--- src/rtl/countdown_ctrl_pkg.sv ---
// Shared definitions for the countdown controller: FSM state codes and default timing.
package countdown_ctrl_pkg;

   localparam int TICK_DIV_DEF = 50000000;
   localparam int CNT_W_DEF    = 26;

   typedef logic [2:0] state_t;

   localparam state_t S_IDLE    = 3'd0;
   localparam state_t S_LOAD    = 3'd1;
   localparam state_t S_ARM     = 3'd2;
   localparam state_t S_RUN     = 3'd3;
   localparam state_t S_PAUSED  = 3'd4;
   localparam state_t S_TIMEOUT = 3'd5;

endpackage

--- src/rtl/countdown_ctrl_tick_prescaler.sv ---
// Divides clk down to one tick pulse per TICK_DIV enabled cycles; holds its count while disabled.
module tick_prescaler
   import countdown_ctrl_pkg::*;
#(
   parameter int TICK_DIV = TICK_DIV_DEF,
   parameter int CNT_W    = CNT_W_DEF
) (
   input  logic clk,
   input  logic rst,
   input  logic en,
   input  logic clr,
   output logic tick
);

   localparam logic [CNT_W-1:0] LAST = CNT_W'(TICK_DIV - 1);

   logic [CNT_W-1:0] cnt;

   always_ff @(posedge clk) begin
      if (rst || clr) begin
         cnt  <= '0;
         tick <= 1'b0;
      end else if (en) begin
         if (cnt == LAST) cnt <= '0;
         else             cnt <= cnt + 1'b1;
         tick <= (cnt == LAST);
      end else begin
         tick <= 1'b0;
      end
   end

endmodule

--- src/rtl/countdown_ctrl.sv ---
// Countdown sequencer: reloads the digit chain on a start edge, then paces borrow ticks until the chain runs out.
module countdown_ctrl
   import countdown_ctrl_pkg::*;
#(
   parameter int TICK_DIV = TICK_DIV_DEF,
   parameter int CNT_W    = CNT_W_DEF
) (
   input  logic clk,
   input  logic rst,
   input  logic start,
   input  logic pause,
   input  logic noborrow_top,
   output logic tick,
   output logic reconfig,
   output logic running,
   output logic timeout
);

   state_t state, nxt;
   logic   start_q;
   logic   start_edge;
   logic   ps_en;
   logic   ps_clr;

   // start_q resets high so a start held through reset is not seen as a new request
   assign start_edge = start & ~start_q;

   always_comb begin
      nxt = state;
      if (start_edge) begin
         nxt = S_LOAD;
      end else begin
         case (state)
            S_IDLE:    nxt = S_IDLE;
            S_LOAD:    nxt = S_ARM;
            S_ARM:     nxt = S_RUN;
            S_RUN:     if (noborrow_top) nxt = S_TIMEOUT;
                       else if (pause)   nxt = S_PAUSED;
            S_PAUSED:  if (noborrow_top) nxt = S_TIMEOUT;
                       else if (!pause)  nxt = S_RUN;
            S_TIMEOUT: nxt = S_TIMEOUT;
            default:   nxt = S_IDLE;
         endcase
      end
   end

   always_ff @(posedge clk) begin
      if (rst) begin
         state    <= S_IDLE;
         start_q  <= 1'b1;
         reconfig <= 1'b0;
         running  <= 1'b0;
         timeout  <= 1'b0;
      end else begin
         state    <= nxt;
         start_q  <= start;
         reconfig <= (nxt == S_LOAD);
         running  <= (nxt == S_RUN);
         timeout  <= (nxt == S_TIMEOUT);
      end
   end

   // Counting only on cycles that stay in RUN suppresses a tick on the exit cycle
   assign ps_en  = (state == S_RUN) && (nxt == S_RUN);
   assign ps_clr = (state == S_LOAD);

   tick_prescaler #(
      .TICK_DIV (TICK_DIV),
      .CNT_W    (CNT_W)
   ) u_prescaler (
      .clk  (clk),
      .rst  (rst),
      .en   (ps_en),
      .clr  (ps_clr),
      .tick (tick)
   );

endmodule

--- config.mk ---
export PLATFORM = sky130hd
export DESIGN_NAME = countdown_ctrl
export DESIGN_NICKNAME = d
export VERILOG_FILES = /design/src/rtl/countdown_ctrl_pkg.sv /design/src/rtl/countdown_ctrl_tick_prescaler.sv /design/src/rtl/countdown_ctrl.sv
export SDC_FILE = /design/constraint.sdc
export NUM_CORES = 1
export LEC_CHECK = 0
export BUFFER_PORTS_ARGS = -buffer_cell sky130_fd_sc_hd__buf_2
export CAP_MARGIN = 5
export CORE_MARGIN = 5
export CORE_UTILIZATION = 54
export DETAILED_ROUTE_END_ITERATION = 8
export PLACE_DENSITY = 0.72
export SLEW_MARGIN = 20
export SYNTH_ARGS = -nofsm -noshare
export SYNTH_HDL_FRONTEND = slang
export SYNTH_HIERARCHICAL = 1
export SYNTH_SLANG_ARGS = --single-unit
--- constraint.sdc ---
create_clock -name clk -period 5.04 [get_ports clk]
set_clock_uncertainty 0.1 [all_clocks]
set_input_delay 0.504 -clock clk [delete_from_list [all_inputs] [get_ports clk]]
set_output_delay 0.504 -clock clk [all_outputs]
set_load 0.05 [all_outputs]
# After elaboration in Yosys (flattened, before gate mapping)
# Index checks and enable logic that the tools add are counted.
# Widths: inputs -> output; s select.
dict set report op_classes {
  add_sub_neg 1
  mul 0
  n_div 0
  n_lt_le_gt_ge 0
  eq_ne 9
  shift 0
  n_mux 7
  bitwise 3
  n_reduce_logical 3
}
# cell n
set op_table {}
lappend op_table {{$add 26x1->26 const B} 1}
lappend op_table {{$eq 26x26->1 const B} 1}
lappend op_table {{$mux 26} 1}
lappend op_table {{$mux 3} 5}
lappend op_table {{$pmux 3 s5} 1}
lappend op_table {{$eq 3x2->1 const B} 3}
lappend op_table {{$eq 3x3->1 const B} 3}
lappend op_table {{$eq 3x1->1 const B} 2}
lappend op_table {{$not 1->1} 2}
lappend op_table {{$reduce_or 2->1} 1}
lappend op_table {{$and 1x1->1} 1}
lappend op_table {{$logic_and 1x1->1} 1}
lappend op_table {{$logic_or 1x1->1} 1}
dict set report word_totals {
  regBits 34
  latchBits 0
  ram_bits 0
  romBits 0
  input_bits 5
  out_inout_bits 4
  word_cells 30
  mem_count 0
}

# Depth between registers and ports, before layout
dict set report logic_depth {
  word_depth 8
  ltp_mapped 9
  ltp_nobuf 6
}

# Modules after synthesis
# Netlist, hierarchy kept.
# module n_inst cells_per_inst area_per_inst_um2 seq_area_each_um2
set modules_own_cells {}
lappend modules_own_cells {tick_prescaler 1 154 1325.0 540.5}
lappend modules_own_cells {countdown_ctrl 1 37 332.8 140.1}

# Worst setup path before layout
# No wires, ideal clock.
dict set report synth_path {
  path_type {input-to-reg}
  start {input port noborrow_top}
  end {register u_prescaler.cnt[0]}
  setup_ns 0.117
  arrival_time_ns 2.387
  required_time_ns 4.823
  path_slack_ns 2.436
  stages 8
  path_buffers 3
  cell_sequence {buf_2 > nor4_1 > buf_2 > nand3_1 > or4_1 > o31ai_4 > buf_2 > nor2_1}
}
dict set report synth_between {
  elab_chain_len 5
  elab_cells_between_ends 6
  classes_between {eq/ne (1); mux (4); reduce/logical (1)}
}
# element line_no
set synth_rtl {}
lappend synth_rtl {{from (decl)} countdown_ctrl.sv:12} ;# input logic noborrow_top,
lappend synth_rtl {{$mux 3, on equally long branches} {countdown_ctrl.sv:39, countdown_ctrl.sv:37}}
lappend synth_rtl {{$pmux 3 s5 (*)} countdown_ctrl.sv:33} ;# case (state)
lappend synth_rtl {{$mux 3 (*)} countdown_ctrl.sv:30} ;# if (start_edge) begin
lappend synth_rtl {{$eq 3x2->1 (*)} countdown_ctrl.sv:64} ;# assign ps_en = (state == S_RUN) && (nxt == S_RUN);
lappend synth_rtl {{$logic_and 1x1->1 (*)} countdown_ctrl.sv:64}
lappend synth_rtl {{via ps_en} countdown_ctrl.sv:22} ;# logic ps_en;
lappend synth_rtl {{to (signal assigned)} countdown_ctrl_tick_prescaler.sv:25} ;# else cnt <= cnt + 1'b1;
lappend synth_rtl {{to (decl)} countdown_ctrl_tick_prescaler.sv:17} ;# logic [CNT_W-1:0] cnt;
# Mark *: on every way through the listed nets, which the timed path passes. The rest lies on a longest branch.
# A chain may end at the register's enable or synchronous reset.

# Worst setup path in the final report
dict set report layout_path {
  start {register state[0]}
  end {register u_prescaler.cnt[8]}
}
dict set report layout_between {
  elab_chain_len 6
  elab_cells_between_ends 14
  classes_between {eq/ne (6); mux (6); reduce/logical (2)}
}
# element line_no
set layout_rtl {}
lappend layout_rtl {{from (decl)} countdown_ctrl.sv:19} ;# state_t state, nxt;
lappend layout_rtl {{from (signal assigned)} countdown_ctrl.sv:55} ;# state <= nxt;
lappend layout_rtl {{$mux 3, on equally long branches} {countdown_ctrl.sv:40, countdown_ctrl.sv:38}}
lappend layout_rtl {{$mux 3, on equally long branches} {countdown_ctrl.sv:39, countdown_ctrl.sv:37}}
lappend layout_rtl {{$pmux 3 s5} countdown_ctrl.sv:33}
lappend layout_rtl {{$mux 3} countdown_ctrl.sv:30}
lappend layout_rtl {{$eq 3x2->1} countdown_ctrl.sv:64}
lappend layout_rtl {{$logic_and 1x1->1 (*)} countdown_ctrl.sv:64}
lappend layout_rtl {{via ps_en} countdown_ctrl.sv:22}
# Marks and branches as above.

==> reports/qor.yml <==
drv_slew: 0
grt_max_degree: 26
worstPathRequired_ns: 5.13
n_antenna_cell: 0
cts_tree: "built"
dieArea_mm2: 0.00428
netlist.top_cell.by_area: "dfxtp_1"
cts-buffers-inserted: 5
path_depth: 7
grt_pass1_vias: 1207
synth_area_leaders: "dfxtp_1, a21oi_1, xnor2_1, or4_1, o21ai_0"
synth_flop_cell: "dfxtp_1"
dpl.cell_count: 224
path_cells: "nand3b_1 > nor4_1 > buf_4 > nand3_1 > or4_1 > o31ai_4 > nor2_1"
critPathTopFamily: "simple AND/OR/NAND/NOR gates"
overflow: 0
io_buffers: 8
cts_root_buf: "clkbuf_4"
floorplan.initialDensity: 0.552
async_reset_ff_frac: 0
dieHeight_um: 65.4
pin_count: 9
drive_above_1_share: 0.126
vias_per_cell: 6.08
internal_power_mw: 0.344
arrival_ns: 3.15
critPathLaunchType: "register"
grt_use_total: 0.163
ant_nets: 0
postLayoutCellArea_mm2: 0.00176
finalSetupViolations: 0
antenna_found_initial: 0
clock-sinks: 34
reg2reg_depth: 7
vias: 1410
synth_edf_count: 0
tightest_slew_ns: 1.01
pwr-share-seq: 0.607
area_delta_synth_final_pct: 6.11
fin_nets: 205
gp_congestion: 0.792
fmax_ghz: 0.327
switchingPower_mw: 0.104
irDropWorstVdd_mv: 0.158
ctsHoldBuffers: 0
drv_cap: 0
hpwl_um: 2210
cp_slowest_cell: "o31ai_4"
leakage_nw: 0.561
period_minus_slack_ns: 3.06
power_frac_comb: 0.042
placed_cell_area_mm2: 0.00170
crit_path_max_incr_delay_ns: 0.83
min_period_over_period: 0.607
dr.first_iter.drc_count: 178
routed_wl_um: 3130
swShare: 0.232
clk_pin_slew_ns: 0.11
first_pass_iters: 4
synth.avg_cell_area_um2: 8.68
yosysSeqAreaShare: 0.411
rsz0062_at_grt: "false"
synth_nets: 198
core_mm2: 0.00300
post-route-worst-setup-slack_ns: 1.98
p_clk_frac: 0.350
cellPowerDensity_mw_per_mm2: 255
row_count: 20
syn_area_mm2: 0.00166
ys_seq_elements: 34
crit_path_end_kind: "register"
synth_common_cells: "dfxtp_1, a21oi_1, nor2_1"
insertion_delay_ns: 0.34
yosysMostFrequentCell: "dfxtp_1"
relSlewSlack: 0.328
yosys_warnings: 6
cts_setup_buffers: 0
critPathBufInv: 1
pre_cts_slack_ns: 1.88
hold_viol_final: 0
crit_path_max_fanout: 25
cts-htree-levels: 2
status: "finished, final reports clean"
drc: 0
fin_tns_setup_ns: 0
die_w_um: 65.4
synth_cells: 191
cts_resized: 0
worstHoldPathCells: 2
yosys.area.top_type_share: 0.411
holdWs_ns: 0.253
grt_pass1_wl_um: 5400
routedWlPerCell_um: 13.5
instances_no_fill: 232
min_path_type: "input pin to register"
cts.path.max_buffers: 2
critical_path_class: "register to register"
synth_cell_type_count: 39
[logic make-up (layout without fill, tap and decap cells)]
| logic type | count (synthesis) | in the layout | synth area share |
|---|---|---|---|
| muxes | 1 | 1 | 0.00604 |
| AOI/OAI and AO/OA | 39 | 39 | 0.146 |
| and+or+nand+nor | 91 | 91 | 0.326 |
| adders and majority gates | 2 | 2 | 0.0151 |
| DFF | 34 | 34 | 0.411 |
| xor gates and xnor gates | 11 | 11 | 0.0581 |
| buffers and inverters | 13 | 21 | 0.0377 |
[through the flow]
stage	total power [mW]	utilization
2_1_floorplan	0.294	-
3_3_place_gp	0.297	0.566
3_5_place_dp	0.298	0.566
4_1_cts	0.456	0.586
5_1_grt	0.471	0.586
6_report	0.448	0.586
[layout make-up]
cell class / count / area (um2)
clock buffer: 7 / 55.1
clock inverter: 1 / 5.00
fill: 273 / 1240
inverter: 4 / 15.0
multi-input combinational: 144 / 915
sequential: 34 / 681
tap: 33 / 41.3
timing repair buffer: 9 / 47.5
[layer usage]
| metal | vias up | share of wire | track usage |
|---|---|---|---|
| met2 | 32 | 0.46 | 0.250 |
| met5 | - | 0 | 0 |
| met3 | 8 | 0.048 | 0.0462 |
| met4 | 0 | 0.020 | 0.0777 |
| li1 | 725 | - | - |
| met1 | 645 | 0.47 | 0.210 |
[final timing paths]
| kind | to | startpoint | slack (ns) |
|---|---|---|---|
| min reg2reg | u_prescaler/cnt[21] | u_prescaler/cnt[21] | 0.39 |
| max reg2reg | u_prescaler/cnt[8] | state[0] | 1.98 |
| min | start_q | start | 0.25 |
| max | u_prescaler/cnt[8] | state[0] | 1.98 |
[layout by cell type, fill, tap and decap left out, types with 2 or more instances in the layout]
master / instances
ha_1: 2
or3_1: 9
buf_2: 8
a21oi_1: 17
nand4b_1: 2
nand4_2: 2
nor4_1: 6
o21ai_0: 12
nand3_1: 11
nand3b_1: 2
dfxtp_1: 34
nor2_1: 14
nor2b_1: 4
nand2_1: 10
clkbuf_4: 5
or2_2: 3
o211ai_1: 2
nand4_1: 5
xnor2_1: 8
and3_1: 2
nor3_1: 3
and4_1: 2
or4_1: 9
o31ai_1: 4
xor2_1: 3
inv_1: 4
[power by group through the flow]
| stage | combinational, mW | sequential, mW | clock, mW |
|---|---|---|---|
| 3_5_place_dp | 0.0191 | 0.279 | 0 |
| 5_1_grt | 0.0209 | 0.273 | 0.178 |
| 4_1_cts | 0.0191 | 0.272 | 0.164 |
| 3_3_place_gp | 0.0185 | 0.278 | 0 |
| 6_report | 0.0189 | 0.272 | 0.157 |
| 2_1_floorplan | 0.0145 | 0.279 | 0 |
[state kept, by name, indices dropped and copies added, names as in the netlist]
| name | count |
|---|---|
| u_prescaler/tick | 1 |
| running | 1 |
| state | 3 |
| reconfig | 1 |
| start_q | 1 |
| timeout | 1 |
| u_prescaler/cnt | 26 |
(Power assumes the default switching activity.)
